$ cat src/rtl/ternary_serial_sub.sv
`default_nettype none
// ============================================================================
// Module   : ternary_serial_sub (with ternary_pkg)
// Purpose  : Group-serial balanced-ternary subtractor/comparator (a - b - bin)
// Revision : 1.0 - initial release
// ============================================================================

package ternary_pkg;
    typedef logic [1:0] trit_t;
    localparam trit_t T_ZERO    = 2'b00;
    localparam trit_t T_POS_ONE = 2'b01;
    localparam trit_t T_NEG_ONE = 2'b10;
    localparam trit_t T_INVALID = 2'b11;
endpackage

module ternary_serial_sub
    import ternary_pkg::*;
#(
    parameter int WIDTH = 27,
    parameter int GROUP = 3
) (
    input  logic              clk,
    input  logic              rst,
    input  logic              in_valid,
    output logic              in_ready,
    input  trit_t [WIDTH-1:0] a,
    input  trit_t [WIDTH-1:0] b,
    input  trit_t             bin,
    output logic              out_valid,
    input  logic              out_ready,
    output trit_t [WIDTH-1:0] diff,
    output trit_t             cout,
    output trit_t             cmp,
    output logic              err
);

    localparam int c_NGROUPS = WIDTH / GROUP;
    localparam int c_CNT_W   = (c_NGROUPS > 1) ? $clog2(c_NGROUPS) : 1;
    localparam logic [c_CNT_W-1:0] c_LAST = c_CNT_W'(c_NGROUPS - 1);

    localparam logic [1:0] c_IDLE = 2'd0;
    localparam logic [1:0] c_RUN  = 2'd1;
    localparam logic [1:0] c_DONE = 2'd2;

    if (WIDTH % GROUP != 0) begin : g_width_check
        $error("ternary_serial_sub: WIDTH must be a multiple of GROUP");
    end

    function automatic logic signed [3:0] trit_val(input trit_t t);
        case (t)
            T_POS_ONE: trit_val = 4'sd1;
            T_NEG_ONE: trit_val = -4'sd1;
            default:   trit_val = 4'sd0;
        endcase
    endfunction

    function automatic trit_t val_trit(input logic signed [3:0] v);
        if (v == 4'sd1)       val_trit = T_POS_ONE;
        else if (v == -4'sd1) val_trit = T_NEG_ONE;
        else                  val_trit = T_ZERO;
    endfunction

    // With this encoding negation is a swap of the two bits.
    function automatic trit_t trit_neg(input trit_t t);
        trit_neg = {t[0], t[1]};
    endfunction

    logic [1:0]          r_state;
    logic [c_CNT_W-1:0]  r_cnt;
    trit_t [WIDTH-1:0]   r_a;
    trit_t [WIDTH-1:0]   r_nb;
    trit_t               r_carry;
    trit_t [WIDTH-1:0]   r_diff;
    trit_t               r_cout;
    trit_t               r_cmp;
    logic                r_err;

    trit_t [WIDTH-1:0]   w_nb;
    logic                w_in_bad;
    logic signed [3:0]   w_c;
    logic signed [3:0]   w_s;
    trit_t [GROUP-1:0]   w_dgrp;
    trit_t               w_grp_cout;
    trit_t               w_grp_msd;

    always_comb begin
        w_in_bad = (bin == T_INVALID);
        w_nb     = '0;
        for (int i = 0; i < WIDTH; i++) begin
            w_nb[i] = trit_neg(b[i]);
            if (a[i] == T_INVALID || b[i] == T_INVALID) begin
                w_in_bad = 1'b1;
            end
        end
    end

    // Operand registers shift right each RUN cycle, so the live group is always at the bottom.
    always_comb begin
        w_c       = trit_val(r_carry);
        w_s       = 4'sd0;
        w_dgrp    = '0;
        w_grp_msd = T_ZERO;
        for (int j = 0; j < GROUP; j++) begin
            w_s = trit_val(r_a[j]) + trit_val(r_nb[j]) + w_c;
            if (w_s > 4'sd1)       w_c = 4'sd1;
            else if (w_s < -4'sd1) w_c = -4'sd1;
            else                   w_c = 4'sd0;
            w_dgrp[j] = val_trit(w_s - w_c - w_c - w_c);
            if (w_dgrp[j] != T_ZERO) begin
                w_grp_msd = w_dgrp[j];
            end
        end
        w_grp_cout = val_trit(w_c);
    end

    always_ff @(posedge clk) begin
        if (rst) begin
            r_state <= c_IDLE;
            r_cnt   <= '0;
            r_a     <= '0;
            r_nb    <= '0;
            r_carry <= T_ZERO;
            r_diff  <= '0;
            r_cout  <= T_ZERO;
            r_cmp   <= T_ZERO;
            r_err   <= 1'b0;
        end else begin
            case (r_state)
                c_IDLE: begin
                    if (in_valid) begin
                        if (w_in_bad) begin
                            r_state <= c_DONE;
                            r_diff  <= '0;
                            r_cout  <= T_ZERO;
                            r_cmp   <= T_ZERO;
                            r_err   <= 1'b1;
                        end else begin
                            r_state <= c_RUN;
                            r_a     <= a;
                            r_nb    <= w_nb;
                            r_carry <= trit_neg(bin);
                            r_cnt   <= '0;
                            r_cmp   <= T_ZERO;
                            r_err   <= 1'b0;
                        end
                    end
                end
                c_RUN: begin
                    r_a     <= r_a >> (2 * GROUP);
                    r_nb    <= r_nb >> (2 * GROUP);
                    r_carry <= w_grp_cout;
                    for (int g = 0; g < c_NGROUPS; g++) begin
                        if (r_cnt == c_CNT_W'(g)) begin
                            r_diff[g*GROUP +: GROUP] <= w_dgrp;
                        end
                    end
                    if (r_cnt == c_LAST) begin
                        r_state <= c_DONE;
                        r_cout  <= w_grp_cout;
                        if (w_grp_cout != T_ZERO)     r_cmp <= w_grp_cout;
                        else if (w_grp_msd != T_ZERO) r_cmp <= w_grp_msd;
                    end else begin
                        r_cnt <= r_cnt + c_CNT_W'(1);
                        if (w_grp_msd != T_ZERO) r_cmp <= w_grp_msd;
                    end
                end
                c_DONE: begin
                    if (out_ready) begin
                        r_state <= c_IDLE;
                    end
                end
                default: r_state <= c_IDLE;
            endcase
        end
    end

    assign in_ready  = (r_state == c_IDLE);
    assign out_valid = (r_state == c_DONE);
    assign diff      = r_diff;
    assign cout      = r_cout;
    assign cmp       = r_cmp;
    assign err       = r_err;

endmodule

`default_nettype wire

$ cat config.mk
export PLATFORM = sky130hd
export DESIGN_NAME = ternary_serial_sub
export DESIGN_NICKNAME = d
export VERILOG_FILES = /design/src/rtl/ternary_serial_sub.sv
export SDC_FILE = /design/constraint.sdc
export NUM_CORES = 1
export LEC_CHECK = 0
export ABC_CLOCK_PERIOD_IN_PS = 10300
export CORE_MARGIN = 4
export CORE_UTILIZATION = 40
export CTS_CLUSTER_DIAMETER = 100
export DETAILED_ROUTE_END_ITERATION = 16
export MAX_ROUTING_LAYER = met4
export SYNTH_ARGS = -nofsm -noshare
export SYNTH_HDL_FRONTEND = slang
export SYNTH_SLANG_ARGS = --single-unit
export TNS_END_PERCENT = 1
$ cat constraint.sdc
create_clock -name clk -period 10.3 [get_ports clk]
set_clock_uncertainty 0.2 [all_clocks]
set_input_delay 1.545 -clock clk [delete_from_list [all_inputs] [get_ports clk]]
set_output_delay 1.545 -clock clk [all_outputs]
set_load 0.02 [all_outputs]
== After elaboration in Yosys (flattened, before gate mapping) ==
Index checks and enable logic that the tools add are counted.

* Flip-flop bits (word level): 175
* Input port bits: 114
* Output and inout bits: 61
* Word-level logic and storage cells: 350

* Add/subtract/negate cells: 16
* Order comparisons: 6
* Equal/unequal tests: 101
* Multiplexer cells: 91
* Reduce and logical (&&, ||, !) cells: 49

{| class="wikitable"
|+ Operator list
! operator !! number
|-
| $mux W54 || 6
|-
| $pmux W54 S2 || 3
|-
| $eq A2 B2 Y1 const B || 63
|-
| $pmux W4 S2 || 8
|-
| $mux W6 || 9
|-
| $mux W2 || 24
|-
| $reduce_and A4 Y1 || 10
|-
| $mux W4 || 9
|-
| $sub A4 B4 Y4 || 9
|-
| $mux W1 || 28
|-
| $logic_or A1 B1 Y1 || 27
|-
| $add A4 B4 Y4 || 6
|-
| $eq A4 B2 Y1 const B || 6
|-
| $ne A2 B2 Y1 const B || 12
|-
| $eq A4 B1 Y1 const B || 5
|-
| $eq A2 B1 Y1 const B || 8
|-
| $eq A4 B3 Y1 const B || 4
|-
| $gt A4 B2 Y1 const B || 3
|-
| $lt A4 B1 Y1 const B || 3
|-
| $pmux W2 S2 || 3
|-
| $reduce_bool A2 Y1 || 6
|-
| $pmux W2 S3 || 1
|-
| $reduce_and A3 Y1 || 2
|-
| $add A4 B1 Y4 const B || 1
|-
| other kinds (5) || 7
|}

== Longest topological paths before layout ==
Gate-level depths: netlist of run 1.

* Word-level depth: 32
* Gate-level depth with buffers: 36
* Mapped depth without buffers: 33

== Worst setup path before layout of run 1 ==
OpenSTA, ideal clock, no wires.

* Path kind: flip-flop to flip-flop
* Start: register r_carry[0]
* End: register r_diff, in the netlist diff[11]
* Setup time: 0.073 ns
* Arrival: 7.855 ns
* Required time: 10.027 ns
* Path slack: 2.172 ns
* Cell stages (with the launch flop): 30
* Buffers on the path: 2
* Clock period less this slack: 8.128 ns
* Path through: dfxtp_1 -> inv_1 -> ha_1 -> inv_1 -> fa_1 -> inv_1 -> ha_1 -> fa_1 -> clkbuf_1 -> a21boi_0 -> fa_1 -> ha_1 -> fa_1 -> and3_1 -> nor2b_1 -> fa_1 -> ha_1 -> fa_1 -> buf_2 -> o21ai_0 -> nand2_1 -> ha_1 -> xnor2_1 -> ha_1 -> or3b_2 -> a21oi_1 -> a311oi_1 -> or3_1 -> or3_1 -> mux2i_1

* Cells in the longest elaborated chain, start to end: 22
* Elaborated cells on any way between the ends: 27
* Classes of those cells: 6 x add/sub; 6 x order compare; 4 x eq/ne; 11 x mux

{| class="wikitable"
|+ Ends and longest elaborated chain
! element !! line !! text
|-
| from (decl) || 72 || <nowiki>trit_t r_carry;</nowiki>
|-
| from (signal assigned) || 141 || <nowiki>r_carry <= trit_neg(bin);</nowiki>
|-
| from (signal assigned) || 151 || <nowiki>r_carry <= w_grp_cout;</nowiki>
|-
| $eq A2 B2 Y1 / $eq A2 B1 Y1 (equally long branches) || 50 || <nowiki>case (t)</nowiki>
|-
| $pmux W4 S2 (*) || 50 ||
|-
| $add A4 B4 Y4 (*) || 104 || <nowiki>w_s = trit_val(r_a[j]) + trit_val(r_nb[j]) + w_c;</nowiki>
|-
| $lt A4 B1 Y1 || 106 || <nowiki>else if (w_s < -4'sd1) w_c = -4'sd1;</nowiki>
|-
| $mux W4 || 106 ||
|-
| $mux W4 (*) || 105 || <nowiki>if (w_s > 4'sd1) w_c = 4'sd1;</nowiki>
|-
| $add A4 B4 Y4 (*) || 104 ||
|-
| $lt A4 B1 Y1 || 106 ||
|-
| (+5 left out) || n/a ||
|-
| $mux W4 || 105 ||
|-
| $sub A4 B4 Y4 (2 in series) || 108 || <nowiki>w_dgrp[j] = val_trit(w_s - w_c - w_c - w_c);</nowiki>
|-
| $sub A4 B4 Y4 (*) || 108 ||
|-
| $eq A4 B1 Y1 || 59 || <nowiki>else if (v == -4'sd1) val_trit = T_NEG_ONE;</nowiki>
|-
| $mux W2 || 59 ||
|-
| $mux W2 (*) || 58 || <nowiki>if (v == 4'sd1) val_trit = T_POS_ONE;</nowiki>
|-
| $mux W6 (*) || 153 || <nowiki>if (r_cnt == c_CNT_W'(g)) begin</nowiki>
|-
| $pmux W54 S2 (*) || 128 || <nowiki>case (r_state)</nowiki>
|-
| to (signal, indexed assignment) || 154 || <nowiki>r_diff[g*GROUP +: GROUP] <= w_dgrp;</nowiki>
|-
| to (decl) || 73 || <nowiki>trit_t [WIDTH-1:0] r_diff;</nowiki>
|}

Every way passes the cells marked *; elsewhere a longest branch is shown, timed or not. The select of a mux whose other input is x is not followed.
A chain may end at the register's enable or synchronous reset.

== Worst setup path in the final report of run 1 ==
* Start: register r_carry[0]
* End: register r_diff, in the netlist diff[41]

The elaborated chain is that of the path after synthesis.

==> results of run 1 <==
how the worst max path moves through the flow:
stage / from / to / slack [ps] / cells after the start
2_1_floorplan: r_carry[0] / diff[11] / 2170 / 29
3_3_place_gp: r_carry[0] / diff[23] / 1830 / 27
3_5_place_dp: r_carry[0] / diff[41] / 1540 / 27
4_1_cts: r_carry[0] / diff[41] / 1520 / 27
5_1_grt: r_carry[0] / diff[41] / 970 / 27
6_report: r_carry[0] / diff[41] / 1580 / 27
per-layer routing:
layer / GRT usage / routed length [um] / vias up
li1: - / - / 3926
met1: 0.296 / 11900 / 3677
met2: 0.350 / 12300 / 233
met3: 0.0358 / 1630 / 33
met4: 0.0688 / 556 / 0
met5: - / 0 / -
cells by family after synthesis:
logic type,Yosys count,synth area share
AOI/OAI and AO/OA,226,0.211
xor gates and xnor gates,9,0.00905
adders and majority gates,32,0.0563
buffers and inverters,111,0.0550
DFF,175,0.402
muxes,32,0.0369
and+or+nand+nor,458,0.230
power groups by stage:
stage / registers [mW] / clock network (mW) / logic, mW
after detailed placement: 0.694 / 0 / 0.111
after global placement: 0.694 / 0 / 0.111
final: 0.679 / 0.671 / 0.110
after floorplan: 0.693 / 0 / 0.0391
after CTS: 0.679 / 0.684 / 0.111
after global routing: 0.679 / 0.713 / 0.117
cells in the mapped netlist, drive strengths merged (3+ instances only):
cell type  number  area share
a31oi           5      0.0036
a221oi         12       0.012
a22o           19       0.019
ha             20       0.029
inv            33       0.014
fa             12       0.028
a21oi          39       0.022
nor3            7      0.0040
a211oi          4      0.0034
nand2         230       0.099
buf            24       0.017
nand3          17      0.0098
o32ai           3      0.0030
xnor2           7      0.0070
nand4           6      0.0043
nor3b           3      0.0026
o21ai          18       0.010
a311oi         97        0.11
mux2i          31       0.036
nor2          126       0.054
o2bb2ai         3      0.0030
and2            3      0.0022
nor2b           7      0.0050
a21boi          4      0.0034
nand3b          3      0.0026
clkbuf         54       0.023
dfxtp         175        0.40
or3             5      0.0036
nand2b         40       0.029
per-stage QoR:
step           worst slack [ps]  power (mW)  instance area, um^2
2_1_floorplan              2170       0.732                 8710
3_3_place_gp               1830       0.805                10500
3_5_place_dp               1540       0.805                10500
4_1_cts                    1520        1.47                11100
5_1_grt                     966        1.51                11100
6_report                   1580        1.46                11100
worst max-delay path, stage by stage, from the launching register on:
cell      delay [ps]
dfxtp_1          300
inv_1             70
ha_1             140
inv_1             50
fa_1             530
inv_1             90
ha_1             230
fa_1             630
a21boi_0         180
fa_1             590
ha_1             270
fa_1             640
and3_1           230
nor2b_1           70
fa_1             570
ha_1             270
fa_1             580
o21ai_0          520
nand2_1          110
ha_1             240
xnor2_1          140
ha_1             260
or3b_2           440
a21oi_1          150
a311oi_1          70
or3_1            470
or3_1            440
mux2i_1          150
cell type report:
class / count / area share
multi-input combinational: 757 / 0.428
tap: 275 / 0.0309
inverter: 33 / 0.0111
timing repair buffer: 181 / 0.161
clock buffer: 19 / 0.0407
clock inverter: 12 / 0.0134
sequential: 175 / 0.315
flip-flops by register name, indices dropped and copies added, names as in the netlist:
register,count
r_nb,54
r_cnt,4
r_carry,2
cmp,2
r_a,54
r_state,2
cout,2
diff,54
err,1
==> out/metrics.cfg, run 1 <==
[synth]
synth_flop_cell = dfxtp_1
synth_edf_count = 0
seq_area_frac_synth = 0.402
synth_cells = 1043
synth_cell_type_count = 61
syn_avg_cell_area_um2 = 8.36
synth-seq-cells = 175
yosysWarnings = 0
netlist_area_um2 = 8710
async_flop_share = 0
synth_fp_nets = 1189

[layout]
drive_above_1_share = 0.0544
multi_input_area_um2 = 4760
final_cell_mix = nand2_1 (229), dfxtp_1 (175), clkdlybuf4s50_1 (173), nor2_1 (126), a311oi_1 (81)
seq_area_um2 = 3500
final_common_cell = nand2_1
final_nets = 1311
fin_cells = 1452
syn_to_final_growth_pct = 27.7
finish.utilization = 0.524
fillers = 2086
diodes = 0

[worst_hold_path]
min_to = r_nb[51]
timing.hold.worst.class = flop to flop
hp-start = r_nb[51]
hold_depth = 2

[routing]
vias_per_cell = 5.42
drt_wl_total_um = 26300
vias = 7869
detail_route.wl_per_cell_um = 18.1
ant_nets = 0
dr.first_iter.drc_count = 495
firstDrtPassIters = 5
drc = 0

[cts]
htreeDepth = 4
clock_latency_ps = 440
holdBufCountCts = 0
cts_setup_buffers = 0
cts-buffers-inserted = 17
path_clk_slew_ps = 70
post_cts_resize_count = 0
cts_tree = done
cts_root_buf = clkbuf_16
cts.path.max_buffers = 2
cts.sinks = 175

[timing]
rsz0062_at_grt = no
setup_tns_ps = 0
setup_viol = 0
final_hold_viol_count = 0
fin_hold_ws_ps = 252
post-route-period-util = 0.847
fmax_mhz = 115
slew_headroom = 0.274
fin_crit_ps = 8720
tightest_slew_ps = 1090
slew_viol_final = 0

[setup_path]
regToRegStartpoint = r_carry[0]
critPathRequiredTime_ps = 10460
endpoint_kind = flop
r2r-end = diff[41]
r2r_slack_ps = 1580
crit_type = flop to flop
cp-start-kind = flop
worstRegToRegCells = 27
crit_fanout = 10
cp.arrival_ps = 8880

[placement]
hpwl_um = 19100
place_congestion = 0.850
io_buffers = 174
dp.cells = 1421

[run_status]
status = completed

[pwr]
p_seq_frac = 0.465
p_int_mw = 1.11
vdd_drop_max_mv = 0.104
p_leak_nw = 4.02
power.switching_mw = 0.352
combinationalPowerShare = 0.076
pwr-share-clk = 0.460
p_sw_frac = 0.241
pwr_density_cell_nw_per_um2 = 131

[grt]
antenna_found_initial = 0
grt_use_total = 0.223
grt_start_max_net_pins = 106
grt_pass1_vias = 7614
grt_pass1_wl_um = 41500
grt-ovfl-total = 0

[die]
die_height_um = 156
die_w_um = 156
start_util = 0.411
num_io_pins = 175
row_count = 53
core_area_um2 = 21200
dieArea_um2 = 24200

[run]
cap_violations = 0

Power figures use the tool's default switching activity.
==> run 2, diff against run 1 <==
- ABC_CLOCK_PERIOD_IN_PS: 10300 -> 7100
- PLACE_DENSITY: not set -> 0.67
- clock period: 10.3 -> 7.1 ns (I/O delays scaled with it)
==> out/metrics.cfg, run 2 (synthesis results as in run 1) <==
[layout]
final_nets = 1354  ; was 1311
drive_above_1_share = 0.126  ; was 0.0544
diodes = 0  ; unchanged
syn_to_final_growth_pct = 33.9  ; was 27.7%
final_common_cell = nand2_1  ; unchanged
final_cell_mix = nand2_1 (226), clkdlybuf4s50_1 (173), dfxtp_1 (171), nor2_1 (125), a311oi_1 (80)  ; was nand2_1 (229), dfxtp_1 (175), clkdlybuf4s50_1 (173), nor2_1 (126), a311oi_1 (81)
finish.utilization = 0.550  ; was 0.524

[setup_path]
crit_type = flop to flop  ; unchanged
r2r_slack_ps = -190  ; was 1580 ps
cp.arrival_ps = 7430  ; was 8880 ps
worstRegToRegCells = 29  ; was 27
endpoint_kind = flop  ; unchanged
regToRegStartpoint = r_nb[0]  ; was r_carry[0]
critPathSlowestCell = fa_2  ; was fa_1
r2r-end = cmp[1]  ; was diff[41]
critPathRequiredTime_ps = 7250  ; was 10460 ps
timing.critical_path.mode_cell = fa_2
cp-start-kind = flop  ; unchanged
slowest_delay_ps = 630  ; was 640 ps
crit_fanout = 4  ; was 10

[timing]
tightest_slew_ps = 1110  ; was 1090 ps
post-route-period-util = 1.03  ; was 0.847
finalWorstSetupSlack_ps = -188  ; was 1580 ps
setup_viol = 10  ; was 0
fin_crit_ps = 7290  ; was 8720 ps
slew_headroom = 0.260  ; was 0.274
setup_tns_ps = -1220  ; was 0 ps
rsz0062_at_grt = yes  ; was no
final_hold_viol_count = 0  ; unchanged
slew_viol_final = 0  ; unchanged
fmax_mhz = 137  ; was 115 MHz

[grt]
grt-ovfl-total = 0  ; unchanged
antenna_found_initial = 0  ; unchanged
grt_start_max_net_pins = 105  ; was 106
grt_pass1_wl_um = 42500  ; was 41500 um
grt_pass1_vias = 7616  ; was 7614
grt_use_total = 0.227  ; was 0.223

[die]
core_area_um2 = 21200  ; unchanged
row_count = 53  ; unchanged
start_util = 0.411  ; unchanged
die_height_um = 156  ; unchanged
num_io_pins = 175  ; unchanged
dieArea_um2 = 24200  ; unchanged
die_w_um = 156  ; unchanged

[cts]
holdBufCountCts = 0  ; unchanged
clock_latency_ps = 430  ; was 440 ps
path_clk_slew_ps = 70  ; about the same
cts.sinks = 175  ; unchanged
cts_root_buf = clkbuf_16  ; unchanged
cts-buffers-inserted = 17  ; unchanged
cts_tree = done  ; unchanged
cts.path.max_buffers = 2  ; unchanged
htreeDepth = 4  ; unchanged

[routing]
drc = 0  ; unchanged
detail_route.wl_per_cell_um = 18.2  ; was 18.1 um
vias_per_cell = 5.52  ; was 5.42
dr.first_iter.drc_count = 687  ; was 495
ant_nets = 0  ; unchanged
vias = 8260  ; was 7869
drt_wl_total_um = 27300  ; was 26300 um
firstDrtPassIters = 7  ; was 5

[pwr]
p_leak_nw = 4.21  ; was 4.02 nW
p_total_mw = 2.06  ; was 1.46 mW
vdd_drop_max_mv = 0.194  ; was 0.104 mV
pwr_density_cell_nw_per_um2 = 177  ; was 131 nW/um^2

[worst_hold_path]
timing.hold.worst.class = flop to flop  ; unchanged
min_to = r_nb[53]  ; was r_nb[51]
hp-start = r_nb[53]  ; was r_nb[51]
hold_depth = 2  ; unchanged

[placement]
dpl_worst_slack_ps = -325  ; was 1540 ps
io_buffers = 174  ; unchanged
hpwl_um = 19700  ; was 19100 um
place_congestion = 0.950  ; was 0.850

[run]
cap_violations = 0  ; unchanged

[run_status]
violations = negative setup slack
status = finished with violations  ; was completed

run 2: layer usage:
metal	vias to the layer above	track usage	routed length, um
met5	-	-	0
met4	0	0.0567	536
met3	32	0.0413	2140
met2	335	0.358	12700
met1	3885	0.303	11900
li1	4008	-	-
run 2: how the worst max path moves through the flow:
| stage | startpoint | end | slack, ps |
|---|---|---|---|
| after global placement | r_carry[0] | diff[11] | -150 |
| after floorplan | r_nb[0] | diff[11] | -260 |
| final | r_nb[0] | cmp[1] | -190 |
| after detailed placement | r_a[0] | diff[23] | -330 |
| after CTS | r_carry[0] | cmp[0] | -210 |
| after global routing | r_nb[0] | cmp[0] | -380 |
run 2: area by class of cell:
cell class / instances / area (um^2)
fill: 1960 / 9550
multi-input combinational: 757 / 4980
sequential: 175 / 3510
timing repair buffer: 224 / 2130
clock buffer: 17 / 425
tap: 275 / 344
clock inverter: 15 / 146
inverter: 33 / 124
run 2: what timing repair did:
item | CTS | global route
gates resized for setup | 10 | 19
setup endpoints to repair | 20 | 21
pin swaps | 18 | 20
buffers inserted | 16 | 2
run 2: metrics by stage:
| stage | std cells | hold slack, ps | instance area, um^2 |
|---|---|---|---|
| after floorplan | 1043 | 232 | 8850 |
| after global placement | 1446 | 239 | 10800 |
| after detailed placement | 1446 | 245 | 10800 |
| after CTS | 1494 | 255 | 11600 |
| after global routing | 1496 | 266 | 11700 |
| final | 1496 | 255 | 11700 |
run 2: worst max-delay path, delay by kind of cell, from the launching register on:
kind	cells	cell delay [ps]
xor gates and xnor gates	1	130
and+or+nand+nor	8	1570
buffers and inverters	4	300
AOI/OAI and AO/OA	5	630
adders and majority gates	11	4030
DFF	1	320
run 2: report_power, final:
| part | switching (mW) | total [mW] | leakage, nW | internal (mW) |
|---|---|---|---|---|
| registers | 0.00288 | 0.984 | 1.41 | 0.981 |
| clock network | 0.449 | 0.917 | 0.274 | 0.467 |
| logic | 0.0819 | 0.163 | 2.53 | 0.0810 |
==> run 3, diff against run 2 <==
- ABC_CLOCK_PERIOD_IN_PS: 7100 -> 6800
- PLACE_DENSITY: 0.67 -> not set
- clock period: 7.1 -> 6.8 ns (I/O delays scaled with it)
==> out/metrics.cfg, run 3 (synthesis results as in run 1) <==
[die]
row_count = 53  ; unchanged
core_area_um2 = 21200  ; unchanged
die_w_um = 156  ; unchanged
dieArea_um2 = 24200  ; unchanged
num_io_pins = 175  ; unchanged
start_util = 0.411  ; unchanged
die_height_um = 156  ; unchanged

[timing]
fin_crit_ps = 7250  ; was 7290 ps
fin_hold_ws_ps = 253  ; was 255 ps
slew_viol_final = 0  ; unchanged
finalWorstSetupSlack_ps = -446  ; was -188 ps
post-route-period-util = 1.07  ; was 1.03
rsz0062_at_grt = yes  ; unchanged
tightest_slew_ps = 1120  ; was 1110 ps
fmax_mhz = 138  ; was 137 MHz
setup_viol = 20  ; was 10
final_hold_viol_count = 0  ; unchanged
slew_headroom = 0.253  ; was 0.260

[cts]
cts-buffers-inserted = 17  ; unchanged
path_clk_slew_ps = 70  ; about the same
cts.sinks = 175  ; unchanged
cts_tree = done  ; unchanged
cts_root_buf = clkbuf_16  ; unchanged
htreeDepth = 4  ; unchanged
clock_latency_ps = 430  ; about the same
cts.path.max_buffers = 2  ; unchanged

[pwr]
combinationalPowerShare = 0.077  ; was 0.079
p_int_mw = 1.61  ; was 1.53 mW
pwr-share-clk = 0.446  ; was 0.444
pwr_density_cell_nw_per_um2 = 185  ; was 177 nW/um^2
p_sw_frac = 0.254  ; was 0.259
vdd_drop_max_mv = 0.172  ; was 0.194 mV
p_seq_frac = 0.477  ; about the same
power.switching_mw = 0.548  ; was 0.534 mW
p_leak_nw = 4.23  ; was 4.21 nW

[routing]
ant_nets = 0  ; unchanged
firstDrtPassIters = 4  ; was 7
vias_per_cell = 5.43  ; was 5.52
drt_wl_total_um = 27000  ; was 27300 um
detail_route.wl_per_cell_um = 18.0  ; was 18.2 um
dr.first_iter.drc_count = 473  ; was 687
vias = 8132  ; was 8260
drc = 0  ; unchanged

[layout]
final_cell_mix = nand2_1 (226), clkdlybuf4s50_1 (173), dfxtp_1 (172), nor2_1 (125), a311oi_1 (80)  ; was nand2_1 (226), clkdlybuf4s50_1 (173), dfxtp_1 (171), nor2_1 (125), a311oi_1 (80)
final_common_cell = nand2_1  ; unchanged
syn_to_final_growth_pct = 33.6  ; was 33.9%
final_nets = 1354  ; unchanged
drive_above_1_share = 0.122  ; was 0.126
fillers = 2010  ; was 1960
fin_cells = 1497  ; was 1496

[run_status]
violations = negative setup slack  ; unchanged
status = finished with violations  ; unchanged

[worst_hold_path]
timing.hold.worst.class = flop to flop  ; unchanged
hp-start = r_nb[49]  ; was r_nb[53]
hold_depth = 2  ; unchanged
min_to = r_nb[49]  ; was r_nb[53]

[grt]
grt_pass1_wl_um = 41500  ; was 42500 um
grt_use_total = 0.221  ; was 0.227
grt_start_max_net_pins = 107  ; was 105
antenna_found_initial = 1  ; was 0
grt_pass1_vias = 7592  ; was 7616
grt-ovfl-total = 0  ; unchanged

[setup_path]
r2r_slack_ps = -450  ; was -190 ps
critPathRequiredTime_ps = 6940  ; was 7250 ps
critPathSlowestCell = fa_2  ; unchanged
slowest_delay_ps = 620  ; was 630 ps
crit_type = flop to flop  ; unchanged
crit_fanout = 5  ; was 4
timing.critical_path.mode_cell = fa_2  ; unchanged
worstRegToRegCells = 28  ; was 29
regToRegStartpoint = r_nb[0]  ; unchanged
endpoint_kind = flop  ; unchanged
cp.arrival_ps = 7390  ; was 7430 ps
cp-start-kind = flop  ; unchanged
r2r-end = diff[17]  ; was cmp[1]

[run]
cap_violations = 0  ; unchanged

[placement]
place_congestion = 0.897  ; was 0.950
dp.cells = 1456  ; was 1446
hpwl_um = 19600  ; was 19700 um
io_buffers = 174  ; unchanged

## run 3: per-stage QoR
| step | utilization | total power, mW | TNS, ps | setup slack [ps] | area (um^2) |
|---|---|---|---|---|---|
| after floorplan | - | 1.11 | -6750 | -555 | 8850 |
| after global placement | 0.515 | 1.22 | -6080 | -471 | 10900 |
| after detailed placement | 0.515 | 1.22 | -8890 | -616 | 10900 |
| after CTS | 0.544 | 2.17 | -6320 | -445 | 11500 |
| after global routing | 0.549 | 2.23 | -10420 | -704 | 11600 |
| final | 0.549 | 2.16 | -5220 | -446 | 11600 |
## run 3: power groups by stage
stage	Clock, mW	Sequential, mW	Combinational, mW
floorplan	0	1.05	0.0592
global placement	0	1.05	0.167
detailed placement	0	1.05	0.166
CTS	0.980	1.03	0.167
global route	1.02	1.03	0.176
finish	0.961	1.03	0.167
## run 3: timing repair
action	CTS	global route
pin swaps	14	21
hold buffers	0	0
setup endpoints to repair	20	20
resized for setup	9	11
buffers inserted	3	5
## run 3: worst max-delay path by stage
stage	startpoint	end	depth (start not counted)
5_1_grt	r_nb[0]	cmp[0]	30
3_5_place_dp	r_carry[0]	diff[23]	28
2_1_floorplan	r_nb[0]	diff[11]	29
6_report	r_nb[0]	diff[17]	28
4_1_cts	r_carry[0]	diff[17]	28
3_3_place_gp	r_carry[0]	diff[11]	28
## run 3: worst max-delay path, delay by kind of cell, from the launching register on
family / cells / cell delay (ps)
flip-flops: 1 / 320
AO/OA/AOI/OAI: 3 / 310
AND/OR/NAND/NOR: 8 / 1710
multiplexers: 1 / 140
adder cells (fa/ha/maj): 11 / 4050
buffers and inverters: 4 / 300
XOR/XNOR: 1 / 140
## run 3: layer usage
metal  vias to the layer above  part of all wire  GRT usage
met5                         -                 0          -
met2                       260              0.47      0.345
met1                      3834              0.45      0.297
met4                         0             0.016     0.0542
met3                        21             0.066     0.0430
li1                       4017                 -          -
## run 3: cell type report
cell class / count / area [um^2] / area share
multi-input combinational: 757 / 4950 / 0.425
sequential: 175 / 3510 / 0.301
timing repair buffer: 224 / 2130 / 0.183
clock buffer: 18 / 439 / 0.0377
tap: 275 / 344 / 0.0296
clock inverter: 14 / 144 / 0.0124
inverter: 33 / 124 / 0.0106
antenna: 1 / 2.50 / 0.000215
